==> config.mk <==
export PLATFORM = sky130hd
export DESIGN_NAME = pulse_hs_tx
export DESIGN_NICKNAME = d
export VERILOG_FILES = /design/src/rtl/pulse_hs_tx.sv
export SDC_FILE = /design/constraint.sdc
export NUM_CORES = 1
export LEC_CHECK = 0
export CORE_AREA = 2 2 45 47
export CTS_CLUSTER_SIZE = 8
export DETAILED_ROUTE_END_ITERATION = 8
export DIE_AREA = 0 0 47 49
export SLEW_MARGIN = 0
export SYNTH_ARGS = -nofsm -noshare
export SYNTH_HDL_FRONTEND = slang
export SYNTH_SLANG_ARGS = --single-unit
export TNS_END_PERCENT = 50
==> constraint.sdc <==
create_clock -name clka -period 2.2 [get_ports clka]
set_clock_uncertainty 0.05 [all_clocks]
set_input_delay 0.66 -clock clka [delete_from_list [all_inputs] [get_ports clka]]
set_output_delay 0.66 -clock clka [all_outputs]
set_load 0.02 [all_outputs]
==> src/rtl/pulse_hs_tx.sv <==
// pulse_hs_tx: source side of a 4-phase req/ack pulse-transfer handshake (clka domain).
// Local event pulses are queued in a saturating counter and launched one at a
// time as a level request; the far side's acknowledge is synchronised locally.
// Optional build macro: PULSE_HS_TX_TIMEOUT_EN adds a sticky handshake-stall flag.
module pulse_hs_tx #(
  parameter int CNT_W    = 4,
  parameter int SYNC_STG = 2
`ifdef PULSE_HS_TX_TIMEOUT_EN
  ,
  parameter int TO_W     = 8
`endif
) (
  input  logic             clka,
  input  logic             rstna,
  input  logic             a_pul,
  input  logic             err_clr,
  input  logic             ack_async,
  output logic             req,
  output logic             done_pul,
  output logic             busy,
  output logic [CNT_W-1:0] pend_cnt,
  output logic             ovf,
  output logic             timeout
);

  typedef enum logic [1:0] {
    IDLE   = 2'd0,
    REQ    = 2'd1,
    ACK_HI = 2'd2
  } state_t;

  localparam logic [CNT_W-1:0] CNT_MAX = '1;

  logic [SYNC_STG-1:0] ack_sync;
  logic                ack_s;
  state_t              state;
  state_t              state_nxt;
  logic                req_nxt;
  logic                done_nxt;
  logic                launch;
  logic [CNT_W-1:0]    pend_nxt;
  logic                ovf_set;

  // Bring the far-domain acknowledge into clka through a plain flop chain.
  always_ff @(posedge clka or negedge rstna) begin
    if (!rstna) ack_sync <= '0;
    else        ack_sync <= {ack_sync[SYNC_STG-2:0], ack_async};
  end

  assign ack_s = ack_sync[SYNC_STG-1];

  // Handshake sequencing: launch only when the previous ack has fully dropped.
  always_comb begin
    state_nxt = state;
    req_nxt   = 1'b0;
    done_nxt  = 1'b0;
    launch    = 1'b0;
    case (state)
      IDLE: begin
        if ((pend_cnt != '0) && !ack_s) begin
          launch    = 1'b1;
          req_nxt   = 1'b1;
          state_nxt = REQ;
        end
      end
      REQ: begin
        if (ack_s) state_nxt = ACK_HI;
        else       req_nxt   = 1'b1;
      end
      ACK_HI: begin
        if (!ack_s) begin
          state_nxt = IDLE;
          done_nxt  = 1'b1;
        end
      end
      default: state_nxt = IDLE;
    endcase
  end

  // State, request level and completion pulse are all registered so req is glitch-free.
  always_ff @(posedge clka or negedge rstna) begin
    if (!rstna) begin
      state    <= IDLE;
      req      <= 1'b0;
      done_pul <= 1'b0;
    end else begin
      state    <= state_nxt;
      req      <= req_nxt;
      done_pul <= done_nxt;
    end
  end

  // Pending-event arithmetic: events add, launches subtract, full counter drops the event.
  always_comb begin
    pend_nxt = pend_cnt;
    ovf_set  = 1'b0;
    if (a_pul && !launch) begin
      if (pend_cnt == CNT_MAX) ovf_set  = 1'b1;
      else                     pend_nxt = pend_cnt + 1'b1;
    end else if (!a_pul && launch) begin
      pend_nxt = pend_cnt - 1'b1;
    end
  end

  // Pending counter and sticky overflow flag; a new overflow beats a clear.
  always_ff @(posedge clka or negedge rstna) begin
    if (!rstna) begin
      pend_cnt <= '0;
      ovf      <= 1'b0;
    end else begin
      pend_cnt <= pend_nxt;
      if (ovf_set)      ovf <= 1'b1;
      else if (err_clr) ovf <= 1'b0;
    end
  end

  assign busy = (state != IDLE) | (pend_cnt != '0);

`ifdef PULSE_HS_TX_TIMEOUT_EN
  localparam logic [TO_W-1:0] TO_MAX = '1;
  localparam logic [TO_W-1:0] TO_PRE = {{(TO_W-1){1'b1}}, 1'b0};

  logic [TO_W-1:0] to_cnt;
  logic            to_set;

  assign to_set = (state_nxt == state) && (state != IDLE) && (to_cnt == TO_PRE);

  // Measure time spent in one waiting state; flag a stall once it saturates, but keep waiting.
  always_ff @(posedge clka or negedge rstna) begin
    if (!rstna) begin
      to_cnt  <= '0;
      timeout <= 1'b0;
    end else begin
      if (state_nxt != state)                      to_cnt <= '0;
      else if ((state != IDLE) && (to_cnt != TO_MAX)) to_cnt <= to_cnt + 1'b1;
      if (to_set)       timeout <= 1'b1;
      else if (err_clr) timeout <= 1'b0;
    end
  end
`else
  assign timeout = 1'b0;
`endif

endmodule

---- Word-level counts from Yosys, hierarchy flattened ----
Index checks and enable logic that the tools add are counted.
storage, ports and cells
  register bits ........................... 11
  input bits .............................. 5
operators by class
  $add $sub $neg .......................... 2
  eq/ne operators ......................... 7
  multiplexer cells ....................... 16
  bitwise gates (word level) .............. 1
  reduce and logical (&&, ||, !) cells .... 13
operator list
  cell                 count
  $mux 4               3
  $mux 1               8
  $ne 2x2->1 const B   4
  $mux 2               3
  $pmux 2 s3           1
  $reduce_bool 2->1    3
  $add 4x1->4 const B  1
  $eq 4x4->1 const B   1
  $reduce_bool 4->1    1
  $sub 4x1->4 const B  1
  $logic_and 1x1->1    3
  $logic_not 1->1      3
  $reduce_and 3->1     1
  $eq 2x1->1 const B   1
  $eq 2x2->1 const B   1
  $logic_not 2->1      1
  $pmux 1 s2           1
  $reduce_and 2->1     1
  $or 1x1->1           1

---- Longest topological paths before layout ----
Gate-level depths: netlist of run 1.
  depth after elaboration ................. 8
  gate-level depth with buffers ........... 8
  gate-level depth less buffers ........... 7

---- Worst setup path before layout of run 1 ----
Ideal clock, no wire load.
  path kind ............................... flip-flop to flip-flop
  from .................................... register pend_cnt[0]
  to ...................................... register pend_cnt[3]
  setup time .............................. 124 ps
  arrival ................................. 2,281 ps
  path slack .............................. -255 ps
  stages on the path, launching flop included .. 8
  path buffers ............................ 0
  clock period less this slack ............ 2,455 ps
  cells stage by stage .................... dfrtp_1 > nor4_2 > o21ai_1 > ha_1 > a21o_1 > a21oi_1 > mux2i_1 > a211o_1
between the ends
  longest elaborated chain between the ends .. 8
ends and longest elaborated chain
  element                                                                  RTL line  RTL
  from (decl)                                                              21        output logic [CNT_W-1:0] pend_cnt,
  from (signal assigned)                                                   111       pend_cnt <= pend_nxt;
  $reduce_bool 4->1                                                        60        if ((pend_cnt != '0) && !ack_s) begin
  $logic_and 1x1->1                                                        60
  $mux 1                                                                   60
  $mux 1                                                                   58        case (state)
  $logic_not 1->1                                                          97        if (a_pul && !launch) begin
  $logic_and 1x1->1                                                        97
  $ne 2x2->1 (no source line) / $reduce_bool 2->1 (equally long branches)  n/a
  $reduce_and 2->1 (no source line)                                        n/a
Parallel ways exist; a longest one is shown, timed or not. The select of a mux whose other input is x is not followed.
A chain may end at the register's enable or synchronous reset.

---- Final worst setup path of run 1 ----
  from .................................... register pend_cnt[2]
  to ...................................... output busy
between the ends
  longest elaborated chain between the ends .. 2
ends and longest elaborated chain
  element            RTL line  RTL
  $reduce_bool 4->1  117       assign busy = (state != IDLE) | (pend_cnt != '0);
  $or 1x1->1         117
  to (decl)          20        output logic busy,
No other way between the ends.

==> impl_metrics.py, run 1 <==
metrics = {
    "outcome": {
        "status": "finished, violations left",
        "violations": "negative setup slack",
    },
    "yosys": {
        "yosys_most_used_dff": "dfrtp_1",
        "syn_inst": 54,
        "yosys_warnings": 0,
        "synth_nets": 62,
        "ys_ff_latch": 11,
        "ys_types": 33,
        "yosysSeqAreaShare_pct": 46.7,
        "synth-async-reset-ratio_pct": 100,
        "avgSynthCellArea_um2": 10.9,
        "synth_edf_count": 0,
        "syn-cell-area_um2": 589,
    },
    "timing": {
        "timing.final.crit_share_pct": 101,
        "finalSetupViolations": 1,
        "period_minus_slack_ps": 2220,
        "timing.final.ws_setup_ps": -18.2,
        "hold_viol": 0,
        "rsz0062_at_grt": "true",
        "fmax_mhz": 451,
        "drv_slew": 0,
    },
    "finish": {
        "register_area_um2": 278,
        "multi_input_area_um2": 335,
        "layout_common_cells": "18 x buf_4, 9 x dfrtp_1, 7 x clkdlybuf4s50_1",
        "mostFrequentLayoutCell": "buf_4",
        "area_delta_synth_final_pct": 60.3,
        "drive_gt1_share_pct": 36.5,
        "fin_area_um2": 945,
        "num-fill-cells": 191,
        "stdcell_count": 112,
        "layout.core_utilization_pct": 51.3,
        "layout.nets": 94,
        "diodes": 0,
    },
    "critical_path": {
        "cp_cell_sequence": "nor4_4, buf_4, and2b_1, nand2b_1, buf_6",
        "critPathSlowestCell": "dfrtp_2",
        "r2r_start": "pend_cnt[2]$_DFFE_PN0P_",
        "cp_num_cells": 5,
        "crit_family": "simple AND/OR/NAND/NOR gates",
        "worstSetupEndpointType": "output pin",
        "worstRegToRegCells": 8,
        "crit_buf_inv": 2,
        "critPathMaxStageDelay_ps": 420,
        "critPathKind": "reg2out",
        "cp-start-kind": "register",
        "worstPathArrival_ps": 1510,
        "cp-startpoint": "pend_cnt[2]$_DFFE_PN0P_",
        "worstPathRequired_ps": 1490,
        "critPathMaxFanout": 2,
    },
    "drt": {
        "first_pass_iters": 2,
        "drc": 0,
        "ant_nets": 0,
        "drt-total-wl_um": 1260,
        "vias_per_cell": 4.53,
        "wl_per_cell_um": 11.3,
        "vias": 507,
        "drt_iter0_drc": 2,
    },
    "floorplanning": {
        "die_w_um": 47,
        "die-area_um2": 2300,
        "die_y_um": 49,
        "io_pins": 14,
        "row_count": 16,
        "core_um2": 1840,
        "start_util_pct": 32.0,
    },
    "hold_path": {
        "hp-class": "reg2reg",
        "min_path_cells": 0,
        "min_from": "ack_sync[0]$_DFF_PN0_",
    },
    "grt": {
        "grt_pass1_wl_um": 1930,
        "antenna_found_initial": 0,
        "overflow": 0,
        "grt_usage_pct": 12.0,
        "first_global_vias": 472,
        "grt_max_degree": 12,
    },
    "clocking": {
        "cts_tree": "yes",
        "root_buffer": "clkbuf_4",
        "path_clk_slew_ps": 70,
        "clockBufferDepth": 2,
        "ctsHoldBuffers": 0,
        "cts_sinks": 11,
        "htree_levels": 1,
        "numCtsBuffers": 3,
        "insertion_delay_ps": 260,
    },
    "power": {
        "ir_drop_mv": 0.517,
        "leakage_nw": 0.451,
        "power_density_nw_per_um2": 1260,
    },
    "place": {
        "pre_cts_ws_ps": -284,
        "port_buffers": 12,
        "dp.cells": 104,
        "post-dp-hpwl_um": 953,
        "gp_congestion": 0.824,
        "placed_area_um2": 858,
    },
    "run": {
        "maxCapViolCount": 0,
    },
}
metrics by stage:
step                      hold WS, ps  setup TNS (ps)  power, mW
after floorplan                   281               0      0.712
after global placement            284            -539       1.01
after detailed placement          289            -635       1.02
after CTS                         307           -3.47       1.16
after global routing              310           -96.3       1.29
final                             302           -18.2       1.19
registers in the layout, summed over array words and instances, names as in the netlist:
name	count
done_pul	1
ack_sync	2
ovf	1
pend_cnt	4
req	1
state	2
routing by layer:
layer,track usage [%],share of wire (%)
met1,15.2,45
met2,17.8,49
met3,3.33,4.0
met4,6.94,1.7
met5,0,0
final cells by class:
cell class                 count  share of cell area (%)
multi-input combinational     39                    35.5
sequential                    11                    29.4
timing repair buffer          30                    28.2
tap                           27                    3.58
clock buffer                   3                    2.38
clock inverter                 1                   0.530
inverter                       1                   0.397
final timing paths:
kind	to	slack (ps)
min in group asynchronous	state[0]$_DFFE_PN0P_	670
max in group asynchronous	pend_cnt[2]$_DFFE_PN0P_	1080
worst max-delay path	busy	-20
worst max register to register	pend_cnt[2]$_DFFE_PN0P_	100
worst min register to register	ack_sync[1]$_DFF_PN0_	300
worst min-delay path	ack_sync[1]$_DFF_PN0_	300
synth_stat cells (all sizes together), types with 2 or more instances:
| cell | count | area [µm²] |
|---|---|---|
| dfrtp | 11 | 275 |
| nor3 | 3 | 15.0 |
| ha | 2 | 25.0 |
| nor2 | 2 | 7.51 |
| o21ai | 4 | 20.0 |
| buf | 2 | 12.5 |
| and2 | 2 | 12.5 |
| nor4 | 2 | 18.8 |
| xor2 | 2 | 17.5 |
| mux2i | 3 | 30.0 |
where the power goes:
| part | leakage, nW | switching, mW | internal (mW) |
|---|---|---|---|
| logic | 0.300 | 0.353 | 0.391 |
| clock network | 0.0177 | 0.0659 | 0.0672 |
| registers | 0.134 | 0.0495 | 0.268 |
| total | 0.451 | 0.468 | 0.726 |
what timing repair did:
item,4_1_cts,5_1_grt
endpoints found under the setup margin,2,4
resized for setup,4,8
buffers inserted,1,3
pin swaps,1,4
kinds of logic (layout without fill, tap and decap cells):
logic type | count (synthesis) | after routing | share of synthesized area (%)
mux | 4 | 4 | 7.01
fa+ha+maj | 3 | 3 | 7.64
simple gates | 18 | 18 | 19.1
xor+xnor | 3 | 3 | 4.46
compound gates | 10 | 10 | 11.0
buf+inv | 4 | 35 | 3.40
flops | 11 | 11 | 46.7
other cells | 1 | 1 | 0.636
No activity file was read; power rests on OpenSTA's default activity.
==> inputs of run 2 (changes only) <==
==> constraint.sdc (replaced) <==
create_clock -name clka -period 2.2 [get_ports clka]
set_clock_uncertainty 0.05 [all_clocks]
set_input_delay 0.44 -clock clka [delete_from_list [all_inputs] [get_ports clka]]
set_output_delay 0.44 -clock clka [all_outputs]
set_load 0.02 [all_outputs]
==> run 2 against run 1 <==
Net effect: the run now ends clean; critical path depth unchanged; sequential share of layout area grew 1.6 points; core utilization decreased by 2.6 points; hold slack improved by 9.9 ps; via count shrank 3.7%; clock-buffer cell count grew 1; total power fell by 3.6%; largest power group unchanged.
==> impl_metrics.py, run 2 (synthesis results as in run 1) <==
metrics = {
    "drt": {
        "wl_per_cell_um": 10.5,
        "vias_per_cell": 4.48,
        "first_pass_iters": 4,
        "drt-total-wl_um": 1150,
        "drt_iter0_drc": 7,
        "vias": 488,
        "ant_nets": 0,
        "drc": 0,
    },
    "timing": {
        "hold_viol": 0,
        "timing.final.crit_share_pct": 95.4,
        "fmax_mhz": 476,
        "drv_slew": 0,
        "finalSetupViolations": 0,
        "period_minus_slack_ps": 2100,
        "rsz0062_at_grt": "false",
    },
    "critical_path": {
        "timing.rr.end": "pend_cnt[3]$_DFFE_PN0P_",
        "critPathKind": "reg2out",
        "worstRegToRegCells": 8,
        "crit_end": "busy",
        "critPathMaxFanout": 3,
        "r2r_start": "pend_cnt[2]$_DFFE_PN0P_",
        "worstPathRequired_ps": 1710,
        "worstPathArrival_ps": 1610,
        "cp-start-kind": "register",
        "rrSetupSlack_ps": 110,
        "worstSetupEndpointType": "output pin",
        "cp-startpoint": "pend_cnt[2]$_DFFE_PN0P_",
    },
    "place": {
        "gp_congestion": 0.826,
        "dp.cells": 102,
        "post-dp-hpwl_um": 891,
        "port_buffers": 12,
    },
    "power": {
        "ir_drop_mv": 0.567,
        "total_power_mw": 1.15,
        "power_density_nw_per_um2": 1280,
        "leakage_nw": 0.392,
    },
    "grt": {
        "grt_usage_pct": 11.5,
        "overflow": 0,
        "grt_pass1_wl_um": 2010,
        "first_global_vias": 456,
        "grt_max_degree": 12,
        "antenna_found_initial": 0,
    },
    "clocking": {
        "numCtsBuffers": 3,
        "path_clk_slew_ps": 60,
        "insertion_delay_ps": 250,
        "clockBufferDepth": 2,
        "root_buffer": "clkbuf_4",
        "ctsHoldBuffers": 0,
        "htree_levels": 1,
        "cts_tree": "yes",
        "cts_sinks": 11,
    },
    "floorplanning": {
        "die_y_um": 49,
        "core_um2": 1840,
        "die-area_um2": 2300,
        "row_count": 16,
        "io_pins": 14,
        "start_util_pct": 32.0,
        "die_w_um": 47,
    },
    "finish": {
        "diodes": 0,
        "mostFrequentLayoutCell": "buf_4",
        "area_delta_synth_final_pct": 52.2,
        "drive_gt1_share_pct": 30.5,
        "stdcell_count": 109,
        "top_regs": "pend_cnt x4, ack_sync x2, state x2",
        "largest_register": "pend_cnt",
        "num-fill-cells": 195,
        "layout.nets": 91,
        "layout_common_cells": "15 x buf_4, 11 x clkdlybuf4s50_1, 9 x dfrtp_1",
        "largest_register_ffs": 4,
    },
    "outcome": {
        "status": "finished clean",
    },
    "hold_path": {
        "min_from": "ack_sync[0]$_DFF_PN0_",
        "hp-class": "reg2reg",
    },
    "run": {
        "maxCapViolCount": 0,
    },
}
[run 2: cell types whose count changed in the layout (fill, tap and decap cells not counted), sizes merged]
| cell | previous run | this run |
|---|---|---|
| buf | 19 | 15 |
| clkbuf | 3 | 4 |
| clkdlybuf4s15 | 0 | 1 |
| clkdlybuf4s50 | 7 | 11 |
| clkinv | 1 | 0 |
| dlymetal6s2s | 4 | 0 |
[run 2: worst min path at each step]
stage / end / slack, ps / cells after the start
6_report: ack_sync[1]$_DFF_PN0_ / 310 / 0
5_1_grt: ack_sync[1]$_DFF_PN0_ / 320 / 0
4_1_cts: ack_sync[1]$_DFF_PN0_ / 320 / 0
3_5_place_dp: ack_sync[1]$_DFF_PN0_ / 290 / 0
3_3_place_gp: ack_sync[1]$_DFF_PN0_ / 290 / 0
2_1_floorplan: ack_sync[0]$_DFF_PN0_ / 90 / 0
[run 2: what timing repair did]
item,4_1_cts,5_1_grt
setup endpoints to repair,1,1
buffers inserted,1,2
resized for setup,1,2
pin swaps,1,4
[run 2: through the flow]
step	setup WS [ps]	setup TNS, ps	utilization [%]	hold slack, ps	area [µm²]
2_1_floorplan	1.02	0	-	94.4	616
3_3_place_gp	-17.0	-17.0	45.8	288	843
3_5_place_dp	-38.1	-38.1	45.8	294	843
4_1_cts	48.9	0	47.6	318	876
5_1_grt	9.96	0	48.7	320	897
6_report	101	0	48.7	312	897
[run 2: layer usage]
layer  wire length, µm  up-vias  track usage, %
met5                 0        -               0
met4                 0        0            2.78
met3                44        0            2.22
met2               508       12            16.0
met1               595      225            18.2
li1                  -      251               -
[run 2: area by class of cell]
| cell class | count | area, µm² | area share, % |
|---|---|---|---|
| clock buffers | 4 | 26.3 | 2.93 |
| well taps | 27 | 33.8 | 3.77 |
| multi-input cells | 39 | 323 | 36.0 |
| flip-flops and latches | 11 | 278 | 31.0 |
| inverters | 1 | 3.75 | 0.418 |
| repair buffers | 27 | 233 | 25.9 |
[run 2: where the power goes]
part / switching, mW / internal [mW]
Combinational: 0.334 / 0.371
Sequential: 0.0503 / 0.268
Clock: 0.0566 / 0.0698
Total: 0.441 / 0.709
[run 2: worst max-delay path: stages, from the launching register on]
cell and delay [ps]:
dfrtp_2 420, nor4_4 290, buf_4 150, and2b_1 150, nand2b_1 60, clkdlybuf4s15_1 280
==> inputs of run 3 (changes only) <==
--- a/config.mk
+++ b/config.mk
@@ -6,6 +6,7 @@
 export NUM_CORES = 1
 export LEC_CHECK = 0
 export CORE_AREA = 2 2 45 47
+export CTS_BUF_LIST = sky130_fd_sc_hd__clkbuf_8 sky130_fd_sc_hd__clkbuf_16
 export CTS_CLUSTER_SIZE = 8
 export DETAILED_ROUTE_END_ITERATION = 8
 export DIE_AREA = 0 0 47 49
==> run 3 against run 2 <==
Net effect: sequential share of layout area shrank 0.59 points; global-route usage grew 0.27 points; core utilization up 0.95 points; clock power rose by 49%; via count down 0.82%; die area unchanged; largest cell class unchanged.
==> impl_metrics.py, run 3 (synthesis results as in run 1) <==
metrics = {
    "timing": {
        "hold-worst-slack_ps": 303,
        "finalSetupViolations": 0,
        "drv_slew": 0,
        "tns_ps": 0,
        "rsz0062_at_grt": "false",
        "timing.final.crit_share_pct": 95.5,
        "period_minus_slack_ps": 2100,
        "fmax_mhz": 476,
        "hold_viol": 0,
    },
    "drt": {
        "drt-total-wl_um": 1150,
        "drc": 0,
        "ant_nets": 0,
        "vias_per_cell": 4.44,
        "wl_per_cell_um": 10.5,
        "vias": 484,
        "drt_iter0_drc": 4,
        "first_pass_iters": 4,
    },
    "floorplanning": {
        "die_y_um": 49,
        "die-area_um2": 2300,
        "die_w_um": 47,
        "core_um2": 1840,
        "row_count": 16,
        "start_util_pct": 32.0,
        "io_pins": 14,
    },
    "grt": {
        "antenna_found_initial": 0,
        "grt_max_degree": 12,
        "overflow": 0,
        "grt_usage_pct": 11.8,
        "grt_pass1_wl_um": 2010,
        "first_global_vias": 461,
    },
    "clocking": {
        "clockBufferDepth": 2,
        "root_buffer": "clkbuf_8",
        "numCtsBuffers": 3,
        "ctsHoldBuffers": 0,
        "cts_sinks": 11,
        "insertion_delay_ps": 230,
        "cts_tree": "yes",
        "htree_levels": 1,
        "path_clk_slew_ps": 50,
    },
    "run": {
        "maxCapViolCount": 0,
    },
    "place": {
        "post-dp-hpwl_um": 891,
        "port_buffers": 12,
        "gp_congestion": 0.826,
    },
    "critical_path": {
        "worstPathArrival_ps": 1610,
        "worstPathRequired_ps": 1710,
        "critPathSlowestCell": "dfrtp_2",
        "cp_cell_sequence": "nor4_4, buf_4, and2b_1, nand2b_1, dlygate4sd2_1",
        "critPathMaxFanout": 3,
        "critPathKind": "reg2out",
        "critPathMaxStageDelay_ps": 420,
        "worstSetupEndpointType": "output pin",
        "cp-start-kind": "register",
    },
    "finish": {
        "mostFrequentLayoutCell": "buf_4",
        "top_regs": "pend_cnt x4, ack_sync x2, state x2",
        "area_delta_synth_final_pct": 55.2,
        "layout_common_cells": "15 x buf_4, 11 x clkdlybuf4s50_1, 9 x dfrtp_1",
        "diodes": 0,
        "layout.nets": 91,
        "num-fill-cells": 192,
        "largest_register": "pend_cnt",
        "drive_gt1_share_pct": 30.5,
        "largest_register_ffs": 4,
    },
    "power": {
        "power_density_nw_per_um2": 1320,
        "leakage_nw": 0.402,
        "ir_drop_mv": 0.569,
    },
    "hold_path": {
        "hp-class": "reg2reg",
    },
    "outcome": {
        "status": "finished clean",
    },
}
[run 3: cell types whose count changed in the layout (fill, tap and decap cells not counted), sizes merged]
cell / previous run / this run
clkbuf: 4 / 3
clkdlybuf4s15: 1 / 0
dlygate4sd2: 0 / 1
inv: 1 / 2
[run 3: final timing paths]
| path | depth (start not counted) | from | to | slack, ps |
|---|---|---|---|---|
| max | 5 | pend_cnt[2]$_DFFE_PN0P_ | busy | 100 |
| min | 0 | ack_sync[0]$_DFF_PN0_ | ack_sync[1]$_DFF_PN0_ | 300 |
| max reg2reg | 8 | pend_cnt[2]$_DFFE_PN0P_ | pend_cnt[3]$_DFFE_PN0P_ | 120 |
| min reg2reg | 0 | ack_sync[0]$_DFF_PN0_ | ack_sync[1]$_DFF_PN0_ | 300 |
| max in group asynchronous | 1 | rstna | pend_cnt[2]$_DFFE_PN0P_ | 1270 |
| min in group asynchronous | 1 | rstna | ack_sync[0]$_DFF_PN0_ | 480 |
[run 3: worst max-delay path: cells and delay by family, from the launching register on]
family	cells	cell delay, ps
simple gates	3	500
buf+inv	2	460
flops	1	420
[run 3: power by group]
group	switching [mW]	internal, mW
Sequential	0.0502	0.269
Combinational	0.334	0.370
Clock	0.0660	0.122
[run 3: timing repair]
item | CTS | global route
endpoints found under the setup margin | 1 | 1
gates resized for setup | 1 | 1
gates cloned | 0 | 0
pin swaps | 1 | 4
buffers inserted | 1 | 2
[run 3: area by class of cell]
| class | instances | area, µm² | share of cell area [%] |
|---|---|---|---|
| Inverter | 1 | 3.75 | 0.410 |
| Sequential cell | 11 | 278 | 30.4 |
| Timing Repair Buffer | 27 | 231 | 25.3 |
| Clock buffer | 3 | 41.3 | 4.51 |
| Tap cell | 27 | 33.8 | 3.69 |
| Multi-Input combinational cell | 39 | 323 | 35.3 |
| Clock inverter | 1 | 3.75 | 0.410 |
[run 3: routing by layer]
layer	track usage [%]	wire, µm
met1	18.3	608
met3	2.22	32
met4	5.56	0
met5	0	0
met2	15.3	508
[run 3: stage by stage]
stage / setup slack (ps) / area (µm²) / power (mW) / std cells / utilization (%)
final: 99.4 / 915 / 1.21 / 109 / 49.7
after CTS: 51.6 / 895 / 1.20 / 107 / 48.6
after global routing: 18.7 / 915 / 1.31 / 109 / 49.7
after global placement: -17.0 / 843 / 0.996 / 102 / 45.8
after detailed placement: -38.1 / 843 / 1.00 / 102 / 45.8
after floorplan: 1.02 / 616 / 0.712 / 54 / -
